[src/rtl/divider_seq_if.sv]
// Request/result bundle for the sequential divider.
// signed_i exists only when DIVIDER_SEQ_SIGNED_EN is defined.
interface divider_seq_if #(
    parameter int WIDTH = 8
);
    logic             start_i;
    logic [WIDTH-1:0] dividend_i;
    logic [WIDTH-1:0] divisor_i;
`ifdef DIVIDER_SEQ_SIGNED_EN
    logic             signed_i;
`endif
    logic             busy_o;
    logic             finish_o;
    logic [WIDTH-1:0] quotient_o;
    logic [WIDTH-1:0] remainder_o;
    logic             div_by_zero_o;

    modport master (
        output start_i,
        output dividend_i,
        output divisor_i,
`ifdef DIVIDER_SEQ_SIGNED_EN
        output signed_i,
`endif
        input  busy_o,
        input  finish_o,
        input  quotient_o,
        input  remainder_o,
        input  div_by_zero_o
    );

    modport slave (
        input  start_i,
        input  dividend_i,
        input  divisor_i,
`ifdef DIVIDER_SEQ_SIGNED_EN
        input  signed_i,
`endif
        output busy_o,
        output finish_o,
        output quotient_o,
        output remainder_o,
        output div_by_zero_o
    );
endinterface

[src/rtl/divider_seq.sv]
// Multi-cycle restoring divider, WIDTH bits, quotient/remainder/div-by-zero.
// Optional signed mode: define DIVIDER_SEQ_SIGNED_EN.
module divider_seq #(
    parameter int WIDTH = 8
) (
    input  logic         clk_i,
    input  logic         reset_ni,
    divider_seq_if.slave bus
);

    localparam int CW = (WIDTH > 2) ? $clog2(WIDTH) : 1;

    typedef enum logic [1:0] {
        IDLE,
        CALC,
        DONE
    } state_t;

    state_t           state_q;
    state_t           state_d;
    logic [CW-1:0]    cnt_q;
    logic [WIDTH-1:0] dvd_q;
    logic [WIDTH-1:0] dvs_q;
    logic [WIDTH-1:0] rem_q;
    logic [WIDTH-1:0] quo_q;
    logic [WIDTH-1:0] quotient_q;
    logic [WIDTH-1:0] remainder_q;
    logic             dbz_q;
    logic             zero_q;
    logic             neg_q_q;
    logic             neg_r_q;

    logic             sgn;
    logic             accept;
    logic             div_zero;
    logic             a_neg;
    logic             b_neg;
    logic [WIDTH:0]   trial;
    logic [WIDTH:0]   diff;
    logic             ge;
    logic [WIDTH-1:0] rem_nx;
    logic [WIDTH-1:0] quo_nx;
    logic [WIDTH-1:0] q_fix;
    logic [WIDTH-1:0] r_fix;

`ifdef DIVIDER_SEQ_SIGNED_EN
    assign sgn = bus.signed_i;
`else
    assign sgn = 1'b0;
`endif

    assign accept   = (state_q == IDLE) && bus.start_i;
    assign div_zero = (bus.divisor_i == '0);
    assign a_neg    = sgn && bus.dividend_i[WIDTH-1];
    assign b_neg    = sgn && bus.divisor_i[WIDTH-1];

    // WIDTH+1-bit trial keeps the shifted-out MSB for large divisors
    assign trial  = {rem_q, dvd_q[WIDTH-1]};
    assign diff   = trial - {1'b0, dvs_q};
    assign ge     = (trial >= {1'b0, dvs_q});
    assign rem_nx = ge ? diff[WIDTH-1:0] : trial[WIDTH-1:0];
    assign quo_nx = {quo_q[WIDTH-2:0], ge};
    assign q_fix  = neg_q_q ? (~quo_nx + 1'b1) : quo_nx;
    assign r_fix  = neg_r_q ? (~rem_nx + 1'b1) : rem_nx;

    always_ff @(posedge clk_i or negedge reset_ni) begin
        if (!reset_ni) begin
            state_q <= IDLE;
        end else begin
            state_q <= state_d;
        end
    end

    always_comb begin
        state_d = state_q;
        unique case (state_q)
            IDLE: begin
                if (bus.start_i) begin
                    state_d = CALC;
                end
            end
            CALC: begin
                if (zero_q || (cnt_q == '0)) begin
                    state_d = DONE;
                end
            end
            DONE: begin
                state_d = IDLE;
            end
            default: begin
                state_d = IDLE;
            end
        endcase
    end

    always_ff @(posedge clk_i or negedge reset_ni) begin
        if (!reset_ni) begin
            cnt_q       <= '0;
            dvd_q       <= '0;
            dvs_q       <= '0;
            rem_q       <= '0;
            quo_q       <= '0;
            quotient_q  <= '0;
            remainder_q <= '0;
            dbz_q       <= 1'b0;
            zero_q      <= 1'b0;
            neg_q_q     <= 1'b0;
            neg_r_q     <= 1'b0;
        end else if (accept) begin
            // a zero divisor keeps the raw dividend for the remainder
            if (a_neg && !div_zero) begin
                dvd_q <= ~bus.dividend_i + 1'b1;
            end else begin
                dvd_q <= bus.dividend_i;
            end
            dvs_q       <= b_neg ? (~bus.divisor_i + 1'b1)
                                 : bus.divisor_i;
            cnt_q       <= div_zero ? '0 : CW'(WIDTH - 1);
            rem_q       <= '0;
            quo_q       <= '0;
            quotient_q  <= '0;
            remainder_q <= '0;
            dbz_q       <= 1'b0;
            zero_q      <= div_zero;
            neg_q_q     <= a_neg ^ b_neg;
            neg_r_q     <= a_neg;
        end else if (state_q == CALC) begin
            if (zero_q) begin
                quotient_q  <= '1;
                remainder_q <= dvd_q;
                dbz_q       <= 1'b1;
            end else begin
                dvd_q <= {dvd_q[WIDTH-2:0], 1'b0};
                rem_q <= rem_nx;
                quo_q <= quo_nx;
                if (cnt_q != '0) begin
                    cnt_q <= cnt_q - 1'b1;
                end else begin
                    quotient_q  <= q_fix;
                    remainder_q <= r_fix;
                end
            end
        end
    end

    assign bus.busy_o        = (state_q != IDLE);
    assign bus.finish_o      = (state_q == DONE);
    assign bus.quotient_o    = quotient_q;
    assign bus.remainder_o   = remainder_q;
    assign bus.div_by_zero_o = dbz_q;

endmodule

[src/flat_wrapper.sv]
// flat-port wrapper written by rule: the top's interface ports become plain ports
module divider_seq_flat 
#(
    parameter int WIDTH = 8
)
  (clk_i, reset_ni, bus_start_i, bus_dividend_i, bus_divisor_i, bus_busy_o, bus_finish_o, bus_quotient_o, bus_remainder_o, bus_div_by_zero_o);
  divider_seq_if #(.WIDTH(WIDTH)) bus_i ();
  input  logic clk_i;
  input  logic reset_ni;
  input wire logic [$bits(bus_i.start_i)-1:0] bus_start_i;
  input wire logic [$bits(bus_i.dividend_i)-1:0] bus_dividend_i;
  input wire logic [$bits(bus_i.divisor_i)-1:0] bus_divisor_i;
  output wire logic [$bits(bus_i.busy_o)-1:0] bus_busy_o;
  output wire logic [$bits(bus_i.finish_o)-1:0] bus_finish_o;
  output wire logic [$bits(bus_i.quotient_o)-1:0] bus_quotient_o;
  output wire logic [$bits(bus_i.remainder_o)-1:0] bus_remainder_o;
  output wire logic [$bits(bus_i.div_by_zero_o)-1:0] bus_div_by_zero_o;
  assign bus_i.start_i = bus_start_i;
  assign bus_i.dividend_i = bus_dividend_i;
  assign bus_i.divisor_i = bus_divisor_i;
  assign bus_busy_o = bus_i.busy_o;
  assign bus_finish_o = bus_i.finish_o;
  assign bus_quotient_o = bus_i.quotient_o;
  assign bus_remainder_o = bus_i.remainder_o;
  assign bus_div_by_zero_o = bus_i.div_by_zero_o;
  divider_seq #(.WIDTH(WIDTH)) u_core (.clk_i(clk_i), .reset_ni(reset_ni), .bus(bus_i));
endmodule
[config.mk]
export PLATFORM = sky130hd
export DESIGN_NAME = divider_seq_flat
export DESIGN_NICKNAME = d
export VERILOG_FILES = /design/src/rtl/divider_seq_if.sv /design/src/rtl/divider_seq.sv /design/src/flat_wrapper.sv
export SDC_FILE = /design/constraint.sdc
export NUM_CORES = 1
export LEC_CHECK = 0
export BUFFER_PORTS_ARGS = -buffer_cell sky130_fd_sc_hd__buf_2
export CORE_MARGIN = 2
export CORE_UTILIZATION = 64
export CTS_BUF_LIST = sky130_fd_sc_hd__clkbuf_8
export DETAILED_ROUTE_END_ITERATION = 6
export PLACE_DENSITY = 0.87
export SLEW_MARGIN = 5
export SYNTH_ARGS = -nofsm -noshare
export SYNTH_HDL_FRONTEND = slang
export SYNTH_SLANG_ARGS = --single-unit
export TNS_END_PERCENT = 100
[constraint.sdc]
create_clock -name clk_i -period 5.8 [get_ports clk_i]
set_clock_uncertainty 0.2 [all_clocks]
set_input_delay 0.29 -clock clk_i [delete_from_list [all_inputs] [get_ports clk_i]]
set_output_delay 0.29 -clock clk_i [all_outputs]
set_load 0.05 [all_outputs]
==> results of run 1 <==
## critical path, cell delays in order, from the launching register on
cell and delay (ns):
dfrtp_1 0.42, ha_1 0.38, a21oi_1 0.28, o221ai_1 0.20
a21oi_2 0.38, mux2_2 0.40, o21ai_0 0.14
## worst min-delay path by stage
stage                                                        to  slack, ns  cells past startpoint
after floorplan            u_core.bus.div_by_zero_o$_DFFE_PN0P_      -0.21                      0
after global placement    u_core.bus.remainder_o[7]$_DFFE_PN0P_       0.25                      2
after detailed placement  u_core.bus.remainder_o[7]$_DFFE_PN0P_       0.26                      2
after CTS                           u_core.dvd_q[0]$_DFFE_PN0P_      0.001                      2
after global routing                u_core.dvd_q[0]$_DFFE_PN0P_      0.003                      2
final                               u_core.dvs_q[1]$_DFFE_PN0P_      0.002                      3
## kinds of logic (layout without fill, tap and decap cells)
| family | after synthesis | count (layout) | share of synthesized area |
|---|---|---|---|
| fa+ha+maj | 11 | 11 | 0.0515 |
| xor+xnor | 2 | 2 | 0.00622 |
| flops | 54 | 54 | 0.480 |
| compound gates | 99 | 99 | 0.214 |
| simple gates | 113 | 113 | 0.180 |
| buf+inv | 30 | 69 | 0.0498 |
| mux | 5 | 5 | 0.0182 |
## state kept, by name, indices dropped and copies added, names as in the netlist
| name | flops |
|---|---|
| u_core.dvd_q | 8 |
| u_core.bus.quotient_o | 8 |
| u_core.dvs_q | 8 |
| u_core.state_q | 2 |
| u_core.zero_q | 1 |
| u_core.rem_q | 8 |
| u_core.quo_q | 7 |
| u_core.cnt_q | 3 |
| u_core.bus.remainder_o | 8 |
| u_core.bus.div_by_zero_o | 1 |
## metal layers
layer,part of all wire,global-route usage
met5,0,0
met3,0.075,0.0505
met4,0.021,0.107
met1,0.43,0.386
met2,0.47,0.441
## synthesized netlist by cell type (all sizes together), types with 3 or more instances
| cell | count | area share |
|---|---|---|
| a22oi | 4 | 0.011 |
| a32oi | 4 | 0.012 |
| or3 | 3 | 0.0067 |
| buf | 12 | 0.026 |
| nor2 | 26 | 0.036 |
| dfrtp | 54 | 0.48 |
| a21oi | 33 | 0.060 |
| a31oi | 9 | 0.020 |
| nand3 | 4 | 0.0071 |
| nor2b | 5 | 0.016 |
| mux2i | 4 | 0.014 |
| nand2 | 63 | 0.084 |
| ha | 10 | 0.044 |
| inv | 16 | 0.021 |
| nand2b | 3 | 0.0067 |
| o21ai | 30 | 0.055 |
## what timing repair did
action                    CTS  global route
gates resized for setup     0             0
hold buffers                6             0
hold endpoints to repair   59             0
## area by class of cell
| type | instances | area share |
|---|---|---|
| flip-flops and latches | 54 | 0.426 |
| multi-input cells | 230 | 0.419 |
| repair buffers | 45 | 0.0820 |
| clock buffers | 5 | 0.0217 |
| well taps | 52 | 0.0205 |
| inverters | 16 | 0.0189 |
| clock inverters | 3 | 0.0118 |
## metrics by stage
stage | instance area [um2] | hold WS, ns | utilization | setup slack [ns]
2_1_floorplan | 2820 | -0.206 | - | 3.63
3_3_place_gp | 3010 | 0.250 | 0.700 | 3.46
3_5_place_dp | 3010 | 0.256 | 0.700 | 3.37
4_1_cts | 3170 | 0.00119 | 0.739 | 3.36
5_1_grt | 3170 | 0.00324 | 0.739 | 3.14
6_report | 3170 | 0.00238 | 0.739 | 3.32
==> results.py, run 1 <==
metrics = {
    "sta": {
        "fin_tns_setup_ns": 0,
        "worstMarginPinSlew_ns": 0.864,
        "setup_violations": 0,
        "maxSlewViolCount": 0,
        "post-route-min-period_ns": 2.48,
        "timing.final.crit_share": 0.428,
        "maxSlewHeadroom": 0.424,
        "rsz0062_at_grt": "false",
        "fmax_mhz": 402,
        "hold_viol_final": 0,
    },
    "placed_design": {
        "dpl.hpwl_um": 4700,
        "portBuffers": 37,
        "placedCellCount": 391,
        "gp_congestion": 0.916,
    },
    "detailed_routing": {
        "first_iter_violations": 266,
        "vias": 2478,
        "drc": 0,
        "dr.pass1.iters": 5,
        "wl_per_cell_um": 16.0,
        "ant_nets": 0,
        "wl_um": 6480,
        "avgViaCountPerCell": 6.12,
    },
    "setup_path": {
        "r2r_end": "u_core.rem_q[0]$_DFFE_PN0P_",
        "r2r-start": "u_core.rem_q[3]$_DFFE_PN0P_",
        "rr_worst_depth": 6,
        "cp.required_ns": 5.83,
        "arrival_ns": 2.51,
        "r2r_slack_ns": 3.32,
        "crit_path_start": "u_core.rem_q[3]$_DFFE_PN0P_",
        "end_kind": "flop",
        "critPathKind": "reg2reg",
        "cp-start-kind": "flop",
        "path_max_fanout": 8,
        "cp-endpoint": "u_core.rem_q[0]$_DFFE_PN0P_",
    },
    "cts": {
        "post_cts_buffers": 0,
        "h-tree-depth": 2,
        "cts.sinks": 54,
        "clockRootBuffer": "clkbuf_8",
        "clkTransAtPathRegs_ns": 0.09,
        "cts_buffer_depth": 2,
        "cts_tree": "built",
        "cts_buffers": 5,
        "insertion_delay_ns": 0.31,
    },
    "status": {
        "outcome": "complete, no violations",
    },
    "logic_synthesis": {
        "synth_nets": 344,
        "yosysWarnings": 0,
        "synthArstFlopShare": 1.00,
        "syn-cell-area_um2": 2820,
        "synth_cell_types": 49,
        "synth-edff-count": 0,
        "avgSynthCellArea_um2": 8.97,
        "ys.flop_type": "dfrtp_1",
        "netlist_instances": 314,
        "ys_ff_latch": 54,
        "seq_area_frac_synth": 0.480,
    },
    "cells_and_area": {
        "area_delta_synth_final_pct": 12.7,
        "drive_gt1_frac": 0.156,
        "fillers": 319,
        "final_cell_mix": "nand2_1 (63), dfrtp_1 (54), buf_2 (37), a21oi_1 (32), o21ai_0 (28)",
        "final_common_cell": "nand2_1",
        "regArea_um2": 1350,
        "final_cells": 405,
        "multi_input_area_um2": 1330,
        "antenna-diode-count": 0,
        "fin_nets": 382,
    },
    "floorplan": {
        "core_area_um2": 4290,
        "start_util": 0.656,
        "core.rowCount": 24,
        "die_h_um": 70.3,
        "io_pins": 38,
        "die_w_um": 70.3,
        "dieArea_um2": 4950,
    },
    "global_routing": {
        "grt_overflow": 0,
        "grt_max_degree": 55,
        "grt_pass1_wl_um": 10800,
        "grt_use_total": 0.280,
        "grt_pass1_vias": 2304,
        "antenna_found_initial": 0,
    },
    "run": {
        "cap_violations": 0,
    },
    "worst_hold_path": {
        "worstHoldStart": "bus_divisor_i[1]",
        "worstHoldPathType": "in2reg",
    },
}
Power of run 1 is left out: the tool's default activity adds up to more than one toggle a clock period on the data nets, which glitch-free logic cannot reach.
==> run 2, diff against run 1 <==
- ABC_AREA: unset -> 1
- CORE_UTILIZATION: 64 -> 60
- PLACE_DENSITY: 0.87 -> 0.82
- clock period: 5.8 -> 2.3 ns (I/O delays scaled with it)
==> results.py, run 2 <==
metrics = {
    "status": {
        "outcome": "complete, no violations",
    },
    "sta": {
        "timing.final.crit_share": 0.934,
        "fin_tns_setup_ns": 0,
        "rsz0062_at_grt": "false",
        "hold_viol_final": 0,
        "maxSlewViolCount": 0,
        "post-route-min-period_ns": 2.15,
        "maxSlewHeadroom": 0.499,
        "setup_violations": 0,
        "fmax_mhz": 465,
        "worstMarginPinSlew_ns": 0.751,
        "whs_ns": 0.0756,
    },
    "cells_and_area": {
        "drive_gt1_frac": 0.189,
        "regArea_um2": 1350,
        "multi_input_area_um2": 1340,
        "final_cell_mix": "nand2_1 (105), dfrtp_1 (54), buf_2 (37), inv_1 (36), nor2_1 (28)",
        "area_delta_synth_final_pct": 18.5,
        "antenna-diode-count": 0,
        "fillers": 349,
        "final_common_cell": "nand2_1",
        "fin_nets": 453,
        "final_cells": 478,
    },
    "cts": {
        "cts.sinks": 54,
        "cts_buffers": 5,
        "clockRootBuffer": "clkbuf_8",
        "cts_tree": "built",
        "insertion_delay_ns": 0.31,
        "cts_buffer_depth": 2,
        "h-tree-depth": 2,
        "clkTransAtPathRegs_ns": 0.10,
    },
    "floorplan": {
        "core.rowCount": 25,
        "die_w_um": 73.6,
        "io_pins": 38,
        "dieArea_um2": 5410,
        "start_util": 0.619,
        "die_h_um": 73.6,
        "core_area_um2": 4690,
    },
    "setup_path": {
        "worstPathCellList": "inv_2, ha_1, inv_2, fa_2, nand2_1, nor2_1, nor2_1, xor2_1, nand2_1, nand2_1, nand2_1, nand2_1, nand2_1",
        "arrival_ns": 2.16,
        "crit_cells": 13,
        "path_buf_inv": 2,
        "r2r_end": "u_core.bus.remainder_o[4]$_DFFE_PN0P_",
        "crit_family": "simple AND/OR/NAND/NOR gates",
        "r2r-start": "u_core.dvd_q[7]$_DFFE_PN0P_",
        "path_max_fanout": 3,
        "critical_path.slowest_cell": "dfrtp_1",
        "cp-endpoint": "u_core.bus.remainder_o[4]$_DFFE_PN0P_",
        "end_kind": "flop",
        "crit_top_cell": "nand2_1",
        "critPathKind": "reg2reg",
        "cp-start-kind": "flop",
        "rr_worst_depth": 13,
        "crit_path_start": "u_core.dvd_q[7]$_DFFE_PN0P_",
        "r2r_slack_ns": 0.15,
        "critPathMaxStageDelay_ns": 0.41,
        "cp.required_ns": 2.31,
    },
    "global_routing": {
        "grt_pass1_vias": 2425,
        "grt_overflow": 0,
        "grt_max_degree": 35,
        "antenna_found_initial": 0,
        "grt_use_total": 0.262,
        "grt_pass1_wl_um": 10900,
    },
    "logic_synthesis": {
        "synth_cell_types": 33,
        "netlist_instances": 365,
        "avgSynthCellArea_um2": 7.96,
        "yosys.area.top_type": "dfrtp_1",
        "synth-edff-count": 0,
        "synthMostInstantiatedCell": "nand2_1",
        "synthArstFlopShare": 1.00,
        "ys_ff_latch": 54,
        "yosysWarnings": 0,
        "synth_nets": 395,
        "seq_area_frac_synth": 0.465,
        "ys_top_cells_by_area": "dfrtp_1 (47%), nand2_1 (14%), inv_1 (4.9%)",
        "synth_common_cells": "nand2_1 (105), dfrtp_1 (54), inv_1 (38), nor2_1 (28), nand3_1 (26)",
        "synth_top_area_share": 0.465,
        "ys.flop_type": "dfrtp_1",
        "syn-cell-area_um2": 2910,
    },
    "detailed_routing": {
        "drc": 0,
        "dr.pass1.iters": 5,
        "ant_nets": 0,
        "first_iter_violations": 178,
        "wl_per_cell_um": 13.4,
        "avgViaCountPerCell": 5.45,
        "vias": 2606,
        "wl_um": 6430,
    },
    "worst_hold_path": {
        "worstHoldPathType": "in2reg",
    },
    "placed_design": {
        "portBuffers": 37,
        "placedCellCount": 452,
        "gp_congestion": 0.867,
        "dpl.hpwl_um": 4550,
    },
    "run": {
        "cap_violations": 0,
    },
}
[run 2: changes by cell type after synthesis, sizes merged, moves of 4 or more]
cell	change
a21oi	-19
a22oi	-4
a31oi	-8
a32oi	-4
buf	-7
inv	+27
mux2i	-4
nand2	+53
nand3	+22
nand4	+4
nor2	+6
nor2b	-5
o21ai	+5
[run 2: worst min-delay path by stage]
stage | from | slack [ns] | cells after the start | endpoint
6_report | bus_start_i | 0.08 | 4 | u_core.bus.quotient_o[3]$_DFFE_PN0P_
3_5_place_dp | reset_ni | 0.03 | 1 | u_core.rem_q[1]$_DFFE_PN0P_
3_3_place_gp | reset_ni | 0.02 | 1 | u_core.rem_q[1]$_DFFE_PN0P_
2_1_floorplan | reset_ni | -0.38 | 0 | u_core.bus.div_by_zero_o$_DFFE_PN0P_
5_1_grt | bus_start_i | 0.08 | 4 | u_core.bus.quotient_o[0]$_DFFE_PN0P_
4_1_cts | bus_start_i | 0.06 | 4 | u_core.bus.quotient_o[3]$_DFFE_PN0P_
[run 2: layout make-up]
class                      count  share of cell area
sequential                    54               0.393
multi-input combinational    258               0.389
timing repair buffer          60               0.116
inverter                      44              0.0480
clock buffer                   5              0.0200
tap                           54              0.0196
clock inverter                 3              0.0142
[run 2: cells by family (layout without fill, tap and decap cells)]
kind of cell    count (synthesis)  count (layout)  share of synthesized area
simple gates                  186             186                      0.290
buf+inv                        53             112                     0.0745
xor+xnor                        4               4                     0.0121
fa+ha+maj                      11              11                     0.0500
flops                          54              54                      0.465
compound gates                 57              57                      0.109
[run 2: per-layer routing]
metal  part of all wire  track usage  up-vias
met5                  0            0        -
met4              0.035        0.103        0
met2               0.46        0.425       92
met3              0.054       0.0412       23
li1                   -            -     1294
met1               0.45        0.354     1197
[run 2: timing repair]
action	CTS	global route
buffers inserted	0	1
gates resized for setup	0	3
setup endpoints to repair	0	3
hold endpoints to repair	48	0
hold buffers	17	0
[run 2: worst reg2reg max path, cell delays in order, from the launching register on]
cell and delay (ns):
dfrtp_1 0.41, inv_2 0.07, ha_1 0.15, inv_2 0.06
fa_2 0.35, nand2_1 0.07, nor2_1 0.05, nor2_1 0.15
xor2_1 0.21, nand2_1 0.07, nand2_1 0.10, nand2_1 0.06
nand2_1 0.07, nand2_1 0.05
[run 2: per-stage QoR]
stage,util,setup slack (ns),instance area (um2)
floorplan,-,0.360,2910
global placement,0.670,0.129,3140
detailed placement,0.670,0.0577,3140
CTS,0.731,0.0283,3430
global route,0.734,0.00167,3440
finish,0.734,0.151,3440
Power of run 2 is left out for the same reason.
